==> config.mk <==
export PLATFORM = sky130hd
export DESIGN_NAME = fetch_unit
export DESIGN_NICKNAME = d
export VERILOG_FILES = /design/src/rtl/fetch_pkg.sv /design/src/rtl/return_stack.sv /design/src/rtl/fetch_unit.sv
export SDC_FILE = /design/constraint.sdc
export NUM_CORES = 1
export LEC_CHECK = 0
export CORE_ASPECT_RATIO = 0.75
export CORE_MARGIN = 4
export CORE_UTILIZATION = 50
export DETAILED_ROUTE_END_ITERATION = 8
export GPL_TIMING_DRIVEN = 0
export PLACE_DENSITY = 0.77
export SETUP_SLACK_MARGIN = 0.05
export SKIP_CTS_REPAIR_TIMING = 1
export SYNTH_ARGS = -nofsm -noshare
export SYNTH_HDL_FRONTEND = slang
export SYNTH_HIERARCHICAL = 1
export SYNTH_SLANG_ARGS = --single-unit
==> constraint.sdc <==
create_clock -name clk -period 11.9 [get_ports clk]
set_clock_uncertainty 0.05 [all_clocks]
set_input_delay 3.57 -clock clk [delete_from_list [all_inputs] [get_ports clk]]
set_output_delay 3.57 -clock clk [all_outputs]
set_load 0.01 [all_outputs]
==> src/rtl/fetch_pkg.sv <==
// Shared types and helpers for the instruction-fetch stage.
package fetch_pkg;

    localparam int ADDR_W  = 12;
    localparam int INSTR_W = 19;

    typedef logic [ADDR_W-1:0] addr_t;

    typedef enum logic [2:0] {
        RD_NONE   = 3'd0,
        RD_BRANCH = 3'd1,
        RD_JUMP   = 3'd2,
        RD_CALL   = 3'd3,
        RD_RET    = 3'd4
    } redirect_t;

    // Sign-extend an 8-bit branch word offset to the PC width.
    function automatic addr_t sext_offset(input logic [7:0] off);
        return {{(ADDR_W-8){off[7]}}, off};
    endfunction

endpackage

==> src/rtl/return_stack.sv <==
// Pointer-based return-address stack. A push while full or a pop while
// empty is ignored here; the caller decides what those events mean.
module return_stack
    import fetch_pkg::*;
#(
    parameter int DEPTH = 8
) (
    input  logic  clk,
    input  logic  rst,
    input  logic  push,
    input  logic  pop,
    input  addr_t push_data,
    output addr_t top,
    output logic  full,
    output logic  empty
);

    localparam int PW = $clog2(DEPTH);
    localparam logic [PW:0] FULL_CNT = (PW+1)'(DEPTH);

    logic [PW:0]   r_count;
    addr_t         r_mem [DEPTH];
    logic [PW:0]   w_count_dec;
    logic [PW-1:0] w_top_idx;

    assign w_count_dec = r_count - {{PW{1'b0}}, 1'b1};
    assign w_top_idx   = w_count_dec[PW-1:0];
    assign full        = (r_count == FULL_CNT);
    assign empty       = (r_count == {(PW+1){1'b0}});
    assign top         = empty ? {ADDR_W{1'b0}} : r_mem[w_top_idx];

    // Stack storage and occupancy count; reset wipes contents too.
    always_ff @(posedge clk or posedge rst) begin
        if (rst) begin
            r_count <= {(PW+1){1'b0}};
            for (int i = 0; i < DEPTH; i++) begin
                r_mem[i] <= {ADDR_W{1'b0}};
            end
        end else if (push && !full) begin
            r_mem[r_count[PW-1:0]] <= push_data;
            r_count                <= r_count + {{PW{1'b0}}, 1'b1};
        end else if (pop && !empty) begin
            r_count <= w_count_dec;
        end else begin
            r_count <= r_count;
        end
    end

endmodule

==> src/rtl/fetch_unit.sv <==
// Instruction-fetch stage: PC register, redirect handling with a single
// bubble, IF/ID pipeline register and a return-address stack.
module fetch_unit
    import fetch_pkg::*;
#(
    parameter addr_t RESET_PC    = 12'd0,
    parameter int    STACK_DEPTH = 8
) (
    input  logic        clk,
    input  logic        rst,
    input  logic        stall,
    input  logic        branch_taken,
    input  logic [7:0]  branch_offset,
    input  logic        jump,
    input  logic        call,
    input  logic        ret,
    input  logic [11:0] jump_target,
    output logic [11:0] imem_addr,
    input  logic [18:0] imem_instr,
    output logic [18:0] id_instr,
    output logic [11:0] id_pc,
    output logic        id_valid,
    output logic        stack_overflow,
    output logic        stack_underflow
);

    addr_t               r_pc;
    logic [INSTR_W-1:0]  r_id_instr;
    addr_t               r_id_pc;
    logic                r_id_valid;
    logic                r_ovf;
    logic                r_unf;

    logic      w_accept;
    redirect_t w_redirect;
    addr_t     w_next_pc;
    logic      w_push;
    logic      w_pop;
    addr_t     w_push_data;
    addr_t     w_stack_top;
    logic      w_stack_full;
    logic      w_stack_empty;

    // Redirects only act on a real instruction sitting in IF/ID while decode advances.
    assign w_accept    = !stall && r_id_valid;
    assign w_push      = (w_redirect == RD_CALL);
    assign w_pop       = (w_redirect == RD_RET);
    assign w_push_data = r_id_pc + 12'd1;

    return_stack #(
        .DEPTH (STACK_DEPTH)
    ) u_ras (
        .clk       (clk),
        .rst       (rst),
        .push      (w_push),
        .pop       (w_pop),
        .push_data (w_push_data),
        .top       (w_stack_top),
        .full      (w_stack_full),
        .empty     (w_stack_empty)
    );

    // Redirect priority encoder: call > jump > ret > branch.
    always_comb begin
        w_redirect = RD_NONE;
        if (w_accept) begin
            if (call) begin
                w_redirect = RD_CALL;
            end else if (jump) begin
                w_redirect = RD_JUMP;
            end else if (ret) begin
                w_redirect = RD_RET;
            end else if (branch_taken) begin
                w_redirect = RD_BRANCH;
            end else begin
                w_redirect = RD_NONE;
            end
        end else begin
            w_redirect = RD_NONE;
        end
    end

    // Next-PC mux; a pop from an empty stack falls back to the reset vector.
    always_comb begin
        w_next_pc = r_pc + 12'd1;
        case (w_redirect)
            RD_NONE:   w_next_pc = r_pc + 12'd1;
            RD_BRANCH: w_next_pc = r_id_pc + 12'd1 + sext_offset(branch_offset);
            RD_JUMP:   w_next_pc = jump_target;
            RD_CALL:   w_next_pc = jump_target;
            RD_RET: begin
                if (w_stack_empty) begin
                    w_next_pc = RESET_PC;
                end else begin
                    w_next_pc = w_stack_top;
                end
            end
            default:   w_next_pc = r_pc + 12'd1;
        endcase
    end

    // PC, IF/ID register and sticky stack flags; stall freezes all of them.
    always_ff @(posedge clk or posedge rst) begin
        if (rst) begin
            r_pc       <= RESET_PC;
            r_id_instr <= {INSTR_W{1'b0}};
            r_id_pc    <= {ADDR_W{1'b0}};
            r_id_valid <= 1'b0;
            r_ovf      <= 1'b0;
            r_unf      <= 1'b0;
        end else if (stall) begin
            r_pc       <= r_pc;
            r_id_instr <= r_id_instr;
            r_id_pc    <= r_id_pc;
            r_id_valid <= r_id_valid;
            r_ovf      <= r_ovf;
            r_unf      <= r_unf;
        end else begin
            r_pc       <= w_next_pc;
            r_id_instr <= imem_instr;
            r_id_pc    <= r_pc;
            // The word fetched alongside an accepted redirect is squashed.
            r_id_valid <= (w_redirect == RD_NONE);
            r_ovf      <= r_ovf | (w_push & w_stack_full);
            r_unf      <= r_unf | (w_pop & w_stack_empty);
        end
    end

    assign imem_addr       = r_pc;
    assign id_instr        = r_id_instr;
    assign id_pc           = r_id_pc;
    assign id_valid        = r_id_valid;
    assign stack_overflow  = r_ovf;
    assign stack_underflow = r_unf;

endmodule

Word-level counts from Yosys, hierarchy flattened:

Index checks and enable logic that the tools add are counted.

* flip-flop bits (word level): 146
* bits in latches: 0
* bits in writable memories: 0
* memory bits (read-only): 0
* input bits: 46
* word-level logic and storage cells: 60
* memories kept: 0

* add/sub/neg operators: 5
* multipliers: 0
* divide/modulo/power cells: 0
* $lt $le $gt $ge: 3
* eq/ne operators: 5
* shifts and indexed selects: 0
* multiplexer cells: 15
* bitwise operators: 6
* reductions and logical operators: 11

Operators by type and width (count)
* $bwmux 96: 1
* $mux 12: 4
* $bmux 12 s3: 1
* $demux 12 s3: 1
* $pmux 12 s3: 1
* $add 12x1->12 const B: 2
* $add 12x12->12: 1
* $mux 3: 4
* $ge 4x4->1 const B: 2
* $mux 4: 2
* $not 3->4: 2
* $eq 3x2->1 const B: 2
* $add 4x1->4 const B: 1
* $eq 4x4->1 const B: 1
* $logic_and 1x1->1: 4
* $logic_not 4->1: 1
* $lt 4x1->1 const B: 1
* $sub 4x1->4 const B: 1
* $eq 3x1->1 const B: 1
* $eq 3x3->1 const B: 1
* $logic_not 1->1: 3
* $logic_not 3->1: 1
* $and 1x1->1: 2
* $or 1x1->1: 2
* other kinds (3): 3

Longest topological paths before layout:

* word-level depth: 9
* mapped depth: 13
* gate-level depth less buffers: 10

Modules after synthesis:

Netlist, hierarchy kept.

Modules (own cells, without submodules)
* return_stack: instances 1, cells each 326, area an instance 4765.8 µm², seq. area each 2502.4 µm²
* fetch_unit: instances 1, cells each 276, area an instance 2796.4 µm², seq. area each 1151.1 µm²

Worst setup path after synthesis:

No wires, ideal clock.

* kind: input to register
* from: input port branch_offset[0]
* to: register r_pc[10] (netlist: imem_addr[10])
* arrival: 5.166 ns
* slack: 6.566 ns
* cell stages on the path: 8
* buffers on the path: 0
* path through: ha_1 fa_1 a211oi_1 o21ai_0 a41oi_1 xnor2_1 a21oi_1 nor2_1

* cells in the longest elaborated chain, start to end: 2

RTL lines
* start: declaration: RTL line fetch_unit.sv:13 `input logic [7:0] branch_offset,`
* $add 12x12->12: RTL line fetch_unit.sv:88 `RD_BRANCH: w_next_pc = r_id_pc + 12'd1 + sext_offset(branch_offset);`
* $pmux 12 s3: RTL line fetch_unit.sv:86 `case (w_redirect)`
* end signal: assignment: RTL line fetch_unit.sv:112 `r_pc <= r_pc;`
* end signal: assignment: RTL line fetch_unit.sv:119 `r_pc <= w_next_pc;`
* end: declaration: RTL line fetch_unit.sv:27 `addr_t r_pc;`

No other way between the ends.
A chain may end at the register's enable or synchronous reset.

Worst setup path after layout:

Ends and elaborated chain as after synthesis.

==> impl_results.rst <==
.. list-table::
   :header-rows: 1

   * - Metric
     - Value
   * - Library cell with the largest summed area after synthesis
     - dfrtp_1
   * - Sum Neg Setup Slack
     - 0 ns
   * - Tot GR Track Use
     - 0.251
   * - Clock buffers created by TritonCTS
     - 17
   * - Net Count, Synth
     - 666
   * - Routed wire length
     - 20800 um
   * - Mapped Avg Cell Area
     - 12.6 sq um
   * - Core footprint
     - 0.0146 sq mm
   * - Crit path capture type
     - flip-flop
   * - Largest net degree at the start of global routing
     - 69
   * - Maximum cell stage delay along the critical path
     - 0.46 ns
   * - Unrepaired setup endpoints after global routing
     - false
   * - Post-place setup slack
     - 5.76 ns
   * - CP Buf/Inv Count
     - 1
   * - Post-Layout Inst Area
     - 0.00937 sq mm
   * - Max-slew violation count
     - 0
   * - Count of flip-flops with a built-in enable after synthesis
     - 0
   * - DRT Pass-1 Iters
     - 5
   * - Number of vias per cell
     - 6.04
   * - Type of the worst setup path
     - input pin to flip-flop
   * - Ordered cell list for the critical path
     - clkdlybuf4s50_1, ha_1, fa_1, a211oi_1, o21ai_0, a41oi_1, xnor2_1, a21oi_1, nor2_1
   * - Pin slew with the least headroom to its limit
     - 0.902 ns
   * - Post-synthesis cell area
     - 0.00756 sq mm
   * - Layout Nets
     - 778
   * - Area growth syn-to-layout
     - 23.8%
   * - H-tree levels
     - 4
   * - Diodes inserted
     - 0
   * - Final cell count without fillers
     - 927
   * - Total area of multi-input combinational cells
     - 0.00366 sq mm
   * - DIE HEIGHT
     - 115 um
   * - Global-route wire length before repair
     - 32700 um
   * - Worst min-delay path class
     - flip-flop to flip-flop
   * - CTS clock-pin slew for the worst setup and hold paths
     - 0.06 ns
   * - Minimum hold slack
     - 0.427 ns
   * - Aggregate global routing overflow
     - 0
   * - Final Setup Violations
     - 0
   * - Number of fill cells
     - 1101
   * - Die outline area
     - 0.0172 sq mm
   * - Reg area
     - 0.00365 sq mm
   * - Count of cell types in the netlist
     - 59
   * - Antenna Nets Post-Route
     - 0
   * - Count of yosys warnings during synthesis
     - 6
   * - Worst-case headroom to the max-slew limit
     - 0.394
   * - Final worst setup slack
     - 6.09 ns
   * - Pwr/cell area
     - 244 mW/mm^2
   * - Crit path max fanout
     - 3
   * - Worst skew pair latency
     - 0.43 ns
   * - Data arrival time of the critical path
     - 6.07 ns
   * - Final Cycle Share
     - 0.488
   * - Crit path required time
     - 12.16 ns
   * - Leakage power
     - 4.16 nW
   * - Placed instance count
     - 895
   * - Gate family responsible for the most delay along the worst path
     - compound AO/OA/AOI/OAI gates
   * - Portion of the post-synthesis area used by sequential elements
     - 0.483
   * - Via count of the first global-routing pass
     - 5933
   * - Minimum clock period after layout
     - 5.81 ns
   * - Weighted congestion reported at the end of routability-driven placement
     - 0.963
   * - Status
     - finished, final reports clean
   * - VDD IR-drop max
     - 0.133 mV
   * - Clock root cell
     - clkbuf_16
   * - Proportion of layout cells with a drive suffix above 1
     - 0.298
   * - Top cells by area in the synthesized netlist
     - dfrtp_1, mux2_2, mux4_2
   * - Count of input and output buffers
     - 91
   * - Initial DRC count
     - 543
   * - Post-detailed-placement cell area
     - 0.00877 sq mm
   * - Kind of start point of the critical path
     - input pin
   * - Remaining design rule violation count
     - 0
   * - Highest-delay cell along the critical path
     - a211oi_1
   * - Half-perimeter wire length of the detailed placement result
     - 15300 um
   * - Number of cell rows
     - 38
   * - Max-cap viol count
     - 0
   * - Total power
     - 2.29 mW
   * - FMAX
     - 172 MHz
   * - CTS Buffer Depth
     - 2
   * - Core Util, Final
     - 0.640
   * - Die span in x
     - 150 um
   * - Post-DR wirelength/cell
     - 22.5 um
   * - TritonCTS clock tree
     - yes
   * - Flops & latches, synth
     - 146
   * - Antenna violations before repair
     - 0
   * - Total vias in the final route
     - 5601
   * - Final hold violation count
     - 0
   * - Io pins
     - 92
   * - TritonCTS Sinks
     - 146
   * - Proportion of netlist area held by the largest area contributor
     - 0.483
   * - Synth async-reset ratio
     - 1.00
   * - Most frequently used flop master after synthesis
     - dfrtp_1
   * - Initial Utilization
     - 0.516
   * - Cell count after synthesis
     - 602
[layer usage]
metal / up-vias / track usage / wire length [um]
met1: 2891 / 0.363 / 9370
met5: - / 0 / 0
met2: 225 / 0.389 / 9650
li1: 2459 / - / -
met3: 26 / 0.0625 / 1560
met4: 0 / 0.0481 / 243
[cells in the mapped netlist, types with 5 or more instances]
| cell type | instances |
|---|---|
| mux4_2 | 24 |
| xnor2_1 | 17 |
| and3_1 | 10 |
| a21oi_1 | 20 |
| xor2_1 | 6 |
| nand3_1 | 12 |
| ha_1 | 17 |
| o21ai_0 | 43 |
| inv_1 | 13 |
| dfrtp_1 | 146 |
| a221oi_1 | 8 |
| a31oi_1 | 5 |
| clkbuf_1 | 8 |
| buf_2 | 7 |
| mux2_2 | 121 |
| buf_4 | 10 |
| nand2_1 | 41 |
| nor2_1 | 19 |
[final timing paths]
path	startpoint	endpoint	slack (ns)	depth (start not counted)
max	branch_offset[0]	imem_addr[10]	6.09	9
min	stack_underflow	stack_underflow	0.43	1
max reg2reg	id_pc[0]	imem_addr[11]	8.41	10
min reg2reg	stack_underflow	stack_underflow	0.43	1
max in group asynchronous	rst	u_ras/r_mem[94]	7.60	3
min in group asynchronous	rst	id_pc[3]	3.41	2
[sequential cells by signal, summed over array words and instances (netlist names)]
register / cells
u_ras/r_mem: 96
id_valid: 1
u_ras/r_count: 4
imem_addr: 12
stack_underflow: 1
stack_overflow: 1
id_instr: 19
id_pc: 12
[report_power, final]
group	internal, mW	switching [mW]	leakage, nW
Clock	0.318	0.222	0.281
Sequential	0.674	0.125	1.84
Combinational	0.475	0.471	2.04
Total	1.47	0.818	4.16
[placed cells by master, fill, tap and decap left out, types with 3 or more instances in the layout]
| cell type | n |
|---|---|
| mux4_2 | 24 |
| clkbuf_1 | 9 |
| a31oi_1 | 5 |
| nand3_1 | 12 |
| nor3_1 | 4 |
| a221oi_1 | 8 |
| a222oi_1 | 3 |
| nand2_1 | 41 |
| buf_2 | 7 |
| o21bai_1 | 3 |
| o22ai_1 | 3 |
| dfrtp_1 | 146 |
| ha_1 | 17 |
| mux2_2 | 121 |
| o21a_1 | 3 |
| buf_4 | 10 |
| clkdlybuf4s50_1 | 91 |
| a211oi_1 | 4 |
| inv_6 | 5 |
| o21ai_0 | 43 |
| a221o_1 | 3 |
| clkbuf_16 | 17 |
| a21o_1 | 4 |
| inv_1 | 11 |
| and3_1 | 10 |
| buf_6 | 4 |
| xnor2_1 | 17 |
| buf_1 | 3 |
| and2_1 | 4 |
| a21oi_1 | 20 |
| nor2_1 | 19 |
| xor2_1 | 6 |
| clkinvlp_4 | 3 |
[kinds of logic after synthesis]
logic type / synth area share
multiplexers: 0.254
flip-flops: 0.483
AND/OR/NAND/NOR: 0.0811
AO/OA/AOI/OAI: 0.0923
buffers and inverters: 0.0324
XOR/XNOR: 0.0266
adder cells (fa/ha/maj): 0.0308
[cell type report]
type / instances / share of cell area
timing repair buffer: 93 / 0.102
inverter: 13 / 0.00548
sequential: 146 / 0.390
clock inverter: 13 / 0.0159
tap: 200 / 0.0267
buffer: 32 / 0.0210
clock buffer: 19 / 0.0473
multi-input combinational: 411 / 0.391
(Power assumes the default switching activity.)
